### src/rtl/dds_multi_voice_gen.sv
`default_nettype none
// ============================================================================
// Module   : dds_multi_voice_gen
// Desc     : NUM_CH time-multiplexed DDS voices (saw / square / triangle /
//            LFSR noise) with per-voice gain. One mixed, saturated sample is
//            pushed into the audio FIFO per accepted sample_strobe.
// Revision : 1.0 - initial release
// ============================================================================
module dds_multi_voice_gen #(
  parameter int                NUM_CH    = 4,
  parameter int                ACC_W     = 32,
  parameter int                OUT_W     = 16,
  parameter int                LFSR_W    = 32,
  parameter logic [LFSR_W-1:0] LFSR_TAPS = 32'h80200003,
  localparam int               CH_W      = (NUM_CH > 1) ? $clog2(NUM_CH) : 1
) (
  input  logic             clk_clk,
  input  logic             reset_reset_n,
  input  logic             sample_strobe,
  input  logic             cfg_wr,
  input  logic [CH_W-1:0]  cfg_chan,
  input  logic [1:0]       cfg_sel,
  input  logic [ACC_W-1:0] cfg_data,
  input  logic             fifo_full,
  output logic             fifo_wrreq,
  output logic [OUT_W-1:0] fifo_data,
  output logic             busy,
  output logic [15:0]      drop_count,
  output logic             strobe_miss
);

  localparam int MIX_W = OUT_W + CH_W + 1;

  localparam logic [1:0] S_IDLE = 2'd0;
  localparam logic [1:0] S_CALC = 2'd1;
  localparam logic [1:0] S_PUSH = 2'd2;

  localparam logic [CH_W-1:0]         LAST_CH = CH_W'(NUM_CH - 1);
  localparam logic [OUT_W-1:0]        OUT_MAX = {1'b0, {(OUT_W-1){1'b1}}};
  localparam logic [OUT_W-1:0]        OUT_MIN = {1'b1, {(OUT_W-1){1'b0}}};
  localparam logic [OUT_W-1:0]        SQ_NEG  = {1'b1, {(OUT_W-2){1'b0}}, 1'b1};
  localparam logic signed [MIX_W-1:0] MIX_MAX = {{(MIX_W-OUT_W+1){1'b0}}, {(OUT_W-1){1'b1}}};
  localparam logic signed [MIX_W-1:0] MIX_MIN = {{(MIX_W-OUT_W+1){1'b1}}, {(OUT_W-1){1'b0}}};

  logic [1:0]              state, state_nxt;
  logic [CH_W-1:0]         ch;
  logic signed [MIX_W-1:0] mix;
  logic [LFSR_W-1:0]       lfsr;
  logic [OUT_W-1:0]        last_data;

  // Shadow (CSR-visible) and active (frame-frozen) voice settings
  logic [ACC_W-1:0] inc_sh [NUM_CH];
  logic [ACC_W-1:0] ld_sh  [NUM_CH];
  logic [1:0]       mode_sh[NUM_CH];
  logic [7:0]       gain_sh[NUM_CH];
  logic             en_sh  [NUM_CH];
  logic             pend_sh[NUM_CH];
  logic [ACC_W-1:0] inc    [NUM_CH];
  logic [ACC_W-1:0] ld     [NUM_CH];
  logic [1:0]       mode   [NUM_CH];
  logic [7:0]       gain   [NUM_CH];
  logic             en     [NUM_CH];
  logic             pend   [NUM_CH];
  logic [ACC_W-1:0] acc    [NUM_CH];

  logic                    accept;
  logic [ACC_W-1:0]        cur_acc;
  logic [OUT_W-1:0]        p;
  logic [OUT_W-2:0]        fold;
  logic [OUT_W-1:0]        wave;
  logic signed [OUT_W+8:0] prod;
  logic [OUT_W-1:0]        voice;
  logic [LFSR_W-1:0]       lfsr_nxt;
  logic [OUT_W-1:0]        sat;

  assign accept   = (state == S_IDLE) && sample_strobe;
  assign cur_acc  = acc[ch];
  assign p        = cur_acc[ACC_W-1 -: OUT_W];
  assign fold     = p[OUT_W-1] ? ~p[OUT_W-2:0] : p[OUT_W-2:0];
  assign lfsr_nxt = lfsr[0] ? ((lfsr >> 1) ^ LFSR_TAPS) : (lfsr >> 1);

  // Waveform of the voice selected by ch, from its pre-update phase
  always_comb begin
    wave = '0;
    case (mode[ch])
      2'd0:    wave = {~p[OUT_W-1], p[OUT_W-2:0]};
      2'd1:    wave = cur_acc[ACC_W-1] ? SQ_NEG : OUT_MAX;
      2'd2:    wave = {~fold[OUT_W-2], fold[OUT_W-3:0], 1'b0};
      default: wave = lfsr[OUT_W-1:0];
    endcase
  end

  // Gain scaling (signed wave x unsigned gain, arithmetic >>> 8) and saturation
  always_comb begin
    prod  = $signed({{9{wave[OUT_W-1]}}, wave}) * $signed({{OUT_W{1'b0}}, 1'b0, gain[ch]});
    voice = en[ch] ? OUT_W'(prod >>> 8) : '0;
    if (mix > MIX_MAX)      sat = OUT_MAX;
    else if (mix < MIX_MIN) sat = OUT_MIN;
    else                    sat = mix[OUT_W-1:0];
  end

  // Shadow register writes; a one-shot phase load is consumed by the accepting strobe
  always_ff @(posedge clk_clk or negedge reset_reset_n) begin
    if (!reset_reset_n) begin
      for (int i = 0; i < NUM_CH; i++) begin
        inc_sh[i] <= '0; ld_sh[i] <= '0; mode_sh[i] <= '0;
        gain_sh[i] <= '0; en_sh[i] <= 1'b0; pend_sh[i] <= 1'b0;
      end
    end else begin
      for (int i = 0; i < NUM_CH; i++) begin
        if (accept) pend_sh[i] <= 1'b0;
        if (cfg_wr && (cfg_chan == CH_W'(i))) begin
          case (cfg_sel)
            2'd0: inc_sh[i] <= cfg_data;
            2'd1: begin
              mode_sh[i] <= cfg_data[1:0];
              en_sh[i]   <= cfg_data[2];
              gain_sh[i] <= cfg_data[15:8];
            end
            2'd2: begin
              pend_sh[i] <= 1'b1;
              ld_sh[i]   <= cfg_data;
            end
            default: ;
          endcase
        end
      end
    end
  end

  // Active settings snapshot at strobe; per-voice phase update during CALC
  always_ff @(posedge clk_clk or negedge reset_reset_n) begin
    if (!reset_reset_n) begin
      for (int i = 0; i < NUM_CH; i++) begin
        inc[i] <= '0; ld[i] <= '0; mode[i] <= '0; gain[i] <= '0;
        en[i] <= 1'b0; pend[i] <= 1'b0; acc[i] <= '0;
      end
    end else if (accept) begin
      for (int i = 0; i < NUM_CH; i++) begin
        inc[i] <= inc_sh[i]; ld[i] <= ld_sh[i]; mode[i] <= mode_sh[i];
        gain[i] <= gain_sh[i]; en[i] <= en_sh[i]; pend[i] <= pend_sh[i];
      end
    end else if (state == S_CALC) begin
      acc[ch]  <= pend[ch] ? ld[ch] : cur_acc + inc[ch];
      pend[ch] <= 1'b0;
    end
  end

  // Voice index, mix accumulator and noise LFSR
  always_ff @(posedge clk_clk or negedge reset_reset_n) begin
    if (!reset_reset_n) begin
      ch   <= '0;
      mix  <= '0;
      lfsr <= LFSR_W'(1);
    end else if (accept) begin
      ch  <= '0;
      mix <= '0;
    end else if (state == S_CALC) begin
      ch  <= ch + CH_W'(1);
      mix <= mix + {{(MIX_W-OUT_W){voice[OUT_W-1]}}, voice};
      if (mode[ch] == 2'd3) lfsr <= lfsr_nxt;
    end
  end

  // Drop counter, held output sample and sticky strobe-miss flag
  always_ff @(posedge clk_clk or negedge reset_reset_n) begin
    if (!reset_reset_n) begin
      drop_count  <= '0;
      last_data   <= '0;
      strobe_miss <= 1'b0;
    end else begin
      if (state == S_PUSH) begin
        if (!fifo_full)                 last_data  <= sat;
        else if (drop_count != 16'hFFFF) drop_count <= drop_count + 16'd1;
      end
      if (sample_strobe && (state != S_IDLE)) strobe_miss <= 1'b1;
      else if (cfg_wr && (cfg_sel == 2'd3))   strobe_miss <= 1'b0;
    end
  end

  // FSM state register
  always_ff @(posedge clk_clk or negedge reset_reset_n) begin
    if (!reset_reset_n) state <= S_IDLE;
    else                state <= state_nxt;
  end

  // FSM next-state logic
  always_comb begin
    state_nxt = state;
    case (state)
      S_IDLE:  if (sample_strobe) state_nxt = S_CALC;
      S_CALC:  if (ch == LAST_CH) state_nxt = S_PUSH;
      S_PUSH:  state_nxt = S_IDLE;
      default: state_nxt = S_IDLE;
    endcase
  end

  // FSM outputs; fifo_data shows the new sample only during a write
  always_comb begin
    busy       = (state != S_IDLE);
    fifo_wrreq = (state == S_PUSH) && !fifo_full;
    fifo_data  = fifo_wrreq ? sat : last_data;
  end

endmodule
`default_nettype wire

### config.mk
export PLATFORM = sky130hd
export DESIGN_NAME = dds_multi_voice_gen
export DESIGN_NICKNAME = d
export VERILOG_FILES = /design/src/rtl/dds_multi_voice_gen.sv
export SDC_FILE = /design/constraint.sdc
export NUM_CORES = 2
export LEC_CHECK = 0
export ABC_AREA = 1
export BUFFER_PORTS_ARGS = -buffer_cell sky130_fd_sc_hd__buf_2
export CORE_MARGIN = 4
export CORE_UTILIZATION = 45
export CTS_CLUSTER_SIZE = 16
export DETAILED_ROUTE_END_ITERATION = 6
export SETUP_SLACK_MARGIN = 0.15
export SKIP_CTS_REPAIR_TIMING = 1
export SLEW_MARGIN = 20
export SYNTH_ARGS = -nofsm -noshare
export SYNTH_HDL_FRONTEND = slang
export SYNTH_SLANG_ARGS = --single-unit
### constraint.sdc
create_clock -name clk_clk -period 7.55 [get_ports clk_clk]
set_input_delay 0.3775 -clock clk_clk [delete_from_list [all_inputs] [get_ports clk_clk]]
set_output_delay 0.3775 -clock clk_clk [all_outputs]
set_load 0.01 [all_outputs]
; ---- Word-level counts from Yosys, hierarchy flattened
; Index checks and enable logic that the tools add are counted.
[word_totals]
elab_cells = 184
output_inout_bits = 35
regBits = 824
[op_classes]
reduce_logical = 34
bitwise_logic = 9
n_eq_ne = 15
n_mul = 1
order_cmp = 4
mux = 58
addsub = 4
[op_table]
columns = cell, count
row1 = 2-to-1 mux 32 bit, 9
row2 = binary-select mux 32 bit (select 2 bit), 3
row3 = bitwise mux 128 bit, 1
row4 = 2-to-1 mux 16 bit, 5
row5 = demux 32 bit (select 2 bit), 1
row6 = case mux 16 bit (3 select lines), 1
row7 = 2-to-1 mux 19 bit, 2
row8 = adder 32 bit, 1
row9 = AND reduction 2 bit, 15
row10 = multiplier 16 x 9 -> 24 bit, 1
row11 = adder 19 bit, 1
row12 = > comparator 19 x 16 -> 1 bit (second input constant), 1
row13 = less-than comparator 19 x 16 -> 1 bit (second input constant), 1
row14 = 2-to-1 mux 1 bit, 19
row15 = adder 16 x 1 -> 16 bit (second input constant), 1
row16 = binary-select mux 8 bit (select 2 bit), 1
row17 = equality test 2 bit (second input constant), 8
row18 = 2-to-1 mux 8 bit, 2
row19 = != test 16 bit (second input constant), 1
row20 = 2-to-1 mux 15 bit, 1
row21 = NOT 15 bit, 1
row22 = 2-to-1 mux 2 bit, 6
row23 = logical AND 1 bit, 9
row24 = equality test 2 x 1 -> 1 bit (second input constant), 4
row25 = 19 further kinds, 30

; ---- Logic depth before layout (Yosys ltp)
[depth]
ltp_word = 13
mapped_depth = 54

; ---- Least setup slack after synthesis
; No wires, ideal clock.
[synth_timing]
path_kind = register to register
startpoint = register ch[1]
endpoint = register mix[18]
path_stages_with_launch = 46
n_path_buf = 5
slack_ns = -0.034
required_time_ns = 7.433
t_arrival_ns = 7.467
cell_sequence = dfrtp_1 > buf_4 > inv_2 > buf_4 > buf_2 > clkbuf_1 > buf_2 > a21oi_1 > a32oi_2 > clkinv_1 > nand2_1 > fa_1 > fa_1 > inv_1 > fa_1 > inv_1 > fa_1 > inv_1 > [... 10 more ...] > nor4_1 > nor2_1 > nor2_1 > nand2_1 > o21ai_1 > a21boi_0 > o21ai_1 > nand2_1 > nand2_1 > nand2_1 > nand2_2 > nand2_2 > nand2_1 > nand2_1 > nand2_1 > nand2_1 > nand3_1 > nand2_1
[synth_via]
elab_chain_cells = 13
word_cells_on_any_way = 27
classes_between = add/sub: 1 / mul: 1 / eq/ne: 2 / mux: 18 / bitwise: 4 / reduce/logical: 1
[synth_rtl]
columns = item, line
row1 = from (decl), 46  ; logic [CH_W-1:0] ch;
row2 = from (signal assigned), 159  ; ch <= ch + CH_W'(1);
row3 = NOT 2 -> 3 bit (not written as such) *, -
row4 = binary-select mux 32 bit (select 2 bit), 77  ; assign cur_acc = acc[ch];
row5 = 2-to-1 mux 32 bit (not written as such) (2 in series), 77
row6 = NOT 15 bit, 79  ; assign fold = p[OUT_W-1] ? ~p[OUT_W-2:0] : p[OUT_W-2:0];
row7 = 2-to-1 mux 15 bit, 79
row8 = NOT 1 bit, 88  ; 2'd2: wave = {~fold[OUT_W-2], fold[OUT_W-3:0], 1'b0};
row9 = case mux 16 bit (3 select lines), 85  ; case (mode[ch])
row10 = multiplier 16 x 9 -> 24 bit, 95  ; prod = $signed({{9{wave[OUT_W-1]}}, wave}) * $signed({{OUT_W{1'b0}}, 1'b0, gain[ch]});
row11 = 2-to-1 mux 16 bit *, 96  ; voice = en[ch] ? OUT_W'(prod >>> 8) : '0;
row12 = adder 19 bit *, 160  ; mix <= mix + {{(MIX_W-OUT_W){voice[OUT_W-1]}}, voice};
row13 = 2-to-1 mux 19 bit *, 158  ; end else if (state == S_CALC) begin
row14 = 2-to-1 mux 19 bit *, 155  ; end else if (accept) begin
row15 = to (signal assigned), 160
row16 = to (decl), 47  ; logic signed [MIX_W-1:0] mix;
; Mark *: on every way between the ends. The rest lies on a longest branch, timed or not. The select of a mux whose other input is x is not followed.
; A chain may end at the register's enable or synchronous reset.

; ---- Worst setup path in the final report
[layout_timing]
startpoint = register ch[0]
endpoint = register mix[13]
; The elaborated chain is that of the path after synthesis.

==> out/results.ini <==
[run_status]
run_status=complete, but fails checks
violations=negative hold slack

[logic_synthesis]
mappedNetlistNets=5253
synth_ff_type=sky130_fd_sc_hd__dfrtp_1
yosys.area.top_type_share_pct=50.29
post-synth-top-area-cell=sky130_fd_sc_hd__dfrtp_1
synth.distinct_cells=59
syn-mean-instance-area_um2=8.166
postSynthRegisterBits=824
synth_area_mm2=0.04095
synth_edf_count=0
synth_seq_area_share_pct=50.35
async_reset_ff_share_pct=100.0
synth_area_leaders=sky130_fd_sc_hd__dfrtp_1, sky130_fd_sc_hd__nand2_1, sky130_fd_sc_hd__o21ai_0
syn_inst=5015
yosys_warnings=0

[worst_setup_path]
worst-path-buf-inv=8
setup.worst_path.class=reg -> reg
worst_r2r_path_depth=41
worst-path-stages=41
worst_r2r_startpoint=ch[0]
start_kind=flip-flop
end_of_the_worst_register_to_register_path=mix[13]
reg2reg_slack_ps=140
crit_path_top_delay_cell=sky130_fd_sc_hd__dfrtp_4
crit_path_required_time_ps=8130
timing.critical_path.mode_cell=sky130_fd_sc_hd__nand2_1
critPathTopFamily=adder cells
timing.critical_path.arrival_ps=7990
endpoint_kind=flip-flop
timing.critical_path.fanout_max=20
critPathMaxStageDelay_ps=590

[min_path]
hp-class=in -> reg
hold-path-endpoint=mode_sh[4]
timing.hold.worst.start=cfg_data[0]
hold_depth=3

[timing]
period_share_pct=98.09
setup_viol=0
max_clock_skew_ps=50.18
timing.hold.ws_ps=-9.853
maxClockFrequency_mhz=135.0
worst_pin_slew_ps=1077
grt_setup_unrepaired=yes
final_critical_path_setup_slack_ps=144.4
drv_slew=0
timing.max_slew.rel_slack_pct=28.23
timing.final.crit_period_ps=7406
hold_viol_final=1
fin_setup_tns_ps=0

[drt]
final_antenna_net_count=0
drc=0
num_vias=33040
vias_per_cell=5.166
firstDrtPassIters=6
wl_per_cell_um=17.47
detailedRoute.firstIterationViolations=2680
finalWirelength_um=111700

[global_routing]
grt_start_max_net_pins=173
globalRoute.busiestLayer=met2
grt_pass1_vias=32290
grt_util_all_layers_pct=23.31
grt_antenna_before_repair=2
grt.overflow.total=0
grt_pass1_wl_um=178600
global_route.usage.met1_pct=32.84
grtUsageMet3_pct=2.853
gr-usage-met2_pct=38.98

[layout]
fin_util_pct=52.76
mostFrequentLayoutCell=sky130_fd_sc_hd__nand2_1
final_layout_size_suffix_gt1_share_pct=12.84
final_nets=5389
mostFrequentLayoutCells=sky130_fd_sc_hd__nand2_1, sky130_fd_sc_hd__dfrtp_1, sky130_fd_sc_hd__o21ai_0, sky130_fd_sc_hd__inv_1, sky130_fd_sc_hd__nor2_1
layout-area-overhead-vs-synth_pct=16.13

[flow_run]
max-cap-violations=0

[placement]
port-buffer-count=75
place_ws_ps=-27.04
detailedPlacementHpwl_um=69830
gp_congestion=0.8520

[floorplan]
die_h_um=309.7
std_cell_rows=110
die_width_um=309.7
design.portCount=76
die_ar_mm2=0.09590
fp.coreArea_mm2=0.09015
start_util_pct=45.43

[cts]
cts.reportedPaths.clkPinSlew_ps=60
clock_tree_from_tritoncts=done
ctsLongestPathBuffers=3
cts-buffers-inserted=91
clock_latency_on_the_worst_skew_pair_ps=660
cts.sinks=824
cts_root_buffer=sky130_fd_sc_hd__clkbuf_16
cts_htree_levels=3

[layout make-up]
class,instances,area [um^2]
multi-input combinational,3563,18760
timing repair buffer,301,2311
sequential,824,20630
tap,1176,1471
fill,8499,42590
inverter,368,1424
antenna,1,2.502
timing repair inverter,2,13.76
clock buffer,135,2665
clock inverter,26,282.8
[Yosys cell counts (11+ instances only)]
cell	count
sky130_fd_sc_hd__nand2_1	1895
sky130_fd_sc_hd__dfrtp_1	823
sky130_fd_sc_hd__o21ai_0	692
sky130_fd_sc_hd__inv_1	352
sky130_fd_sc_hd__nor2_1	310
sky130_fd_sc_hd__clkbuf_1	236
sky130_fd_sc_hd__a21oi_1	140
sky130_fd_sc_hd__fa_1	101
sky130_fd_sc_hd__ha_1	96
sky130_fd_sc_hd__nand3_1	63
sky130_fd_sc_hd__o22ai_1	61
sky130_fd_sc_hd__xor2_1	31
sky130_fd_sc_hd__or2_2	22
sky130_fd_sc_hd__o21ai_1	17
sky130_fd_sc_hd__nor3_1	15
sky130_fd_sc_hd__nand2_2	13
sky130_fd_sc_hd__o31ai_1	11
[per-layer routing]
metal	share of wire (%)	routed length (um)
met1	46	51440
met3	4.6	5105
met2	47	52870
met4	2.1	2318
met5	0	0
[registers in the layout, summed over array words and instances (netlist names)]
register     flops
gain            32
pend             4
lfsr            32
state            2
mix             19
gain_sh         32
last_data       16
inc_sh         128
drop_count      16
mode_sh          8
en               4
en_sh            4
ch               2
ld_sh          128
strobe_miss      1
acc            128
mode             8
pend_sh          4
inc            128
ld             128
[metrics by stage]
stage | area (um^2) | instances
after floorplan | 40980 | 5015
after global placement | 43310 | 6184
after detailed placement | 43310 | 6184
after CTS | 46250 | 6345
after global routing | 47560 | 6395
final | 47560 | 6396
[tightest hold or removal path, cell delays in order]
cell	delay, ps
sky130_fd_sc_hd__buf_2	110
sky130_fd_sc_hd__nand2_1	60
sky130_fd_sc_hd__o21ai_0	60
[cell families after synthesis]
kind of cell | after synthesis | synth area share [%]
simple gates | 2352 | 22.37
fa+ha+maj | 197 | 7.870
compound gates | 971 | 12.63
flops | 824 | 50.35
buf+inv | 630 | 5.902
xor+xnor | 41 | 0.8768
[how the worst max path moves through the flow]
stage | start | to
finish | ch[0] | mix[13]
global route | ch[0] | mix[13]
CTS | ch[0] | mix[18]
detailed placement | ch[0] | mix[13]
global placement | ch[0] | mix[18]
floorplan | ch[1] | mix[18]
Power is left out: the tool's default activity adds up to more than one toggle a clock period on the data nets, which glitch-free logic cannot reach.
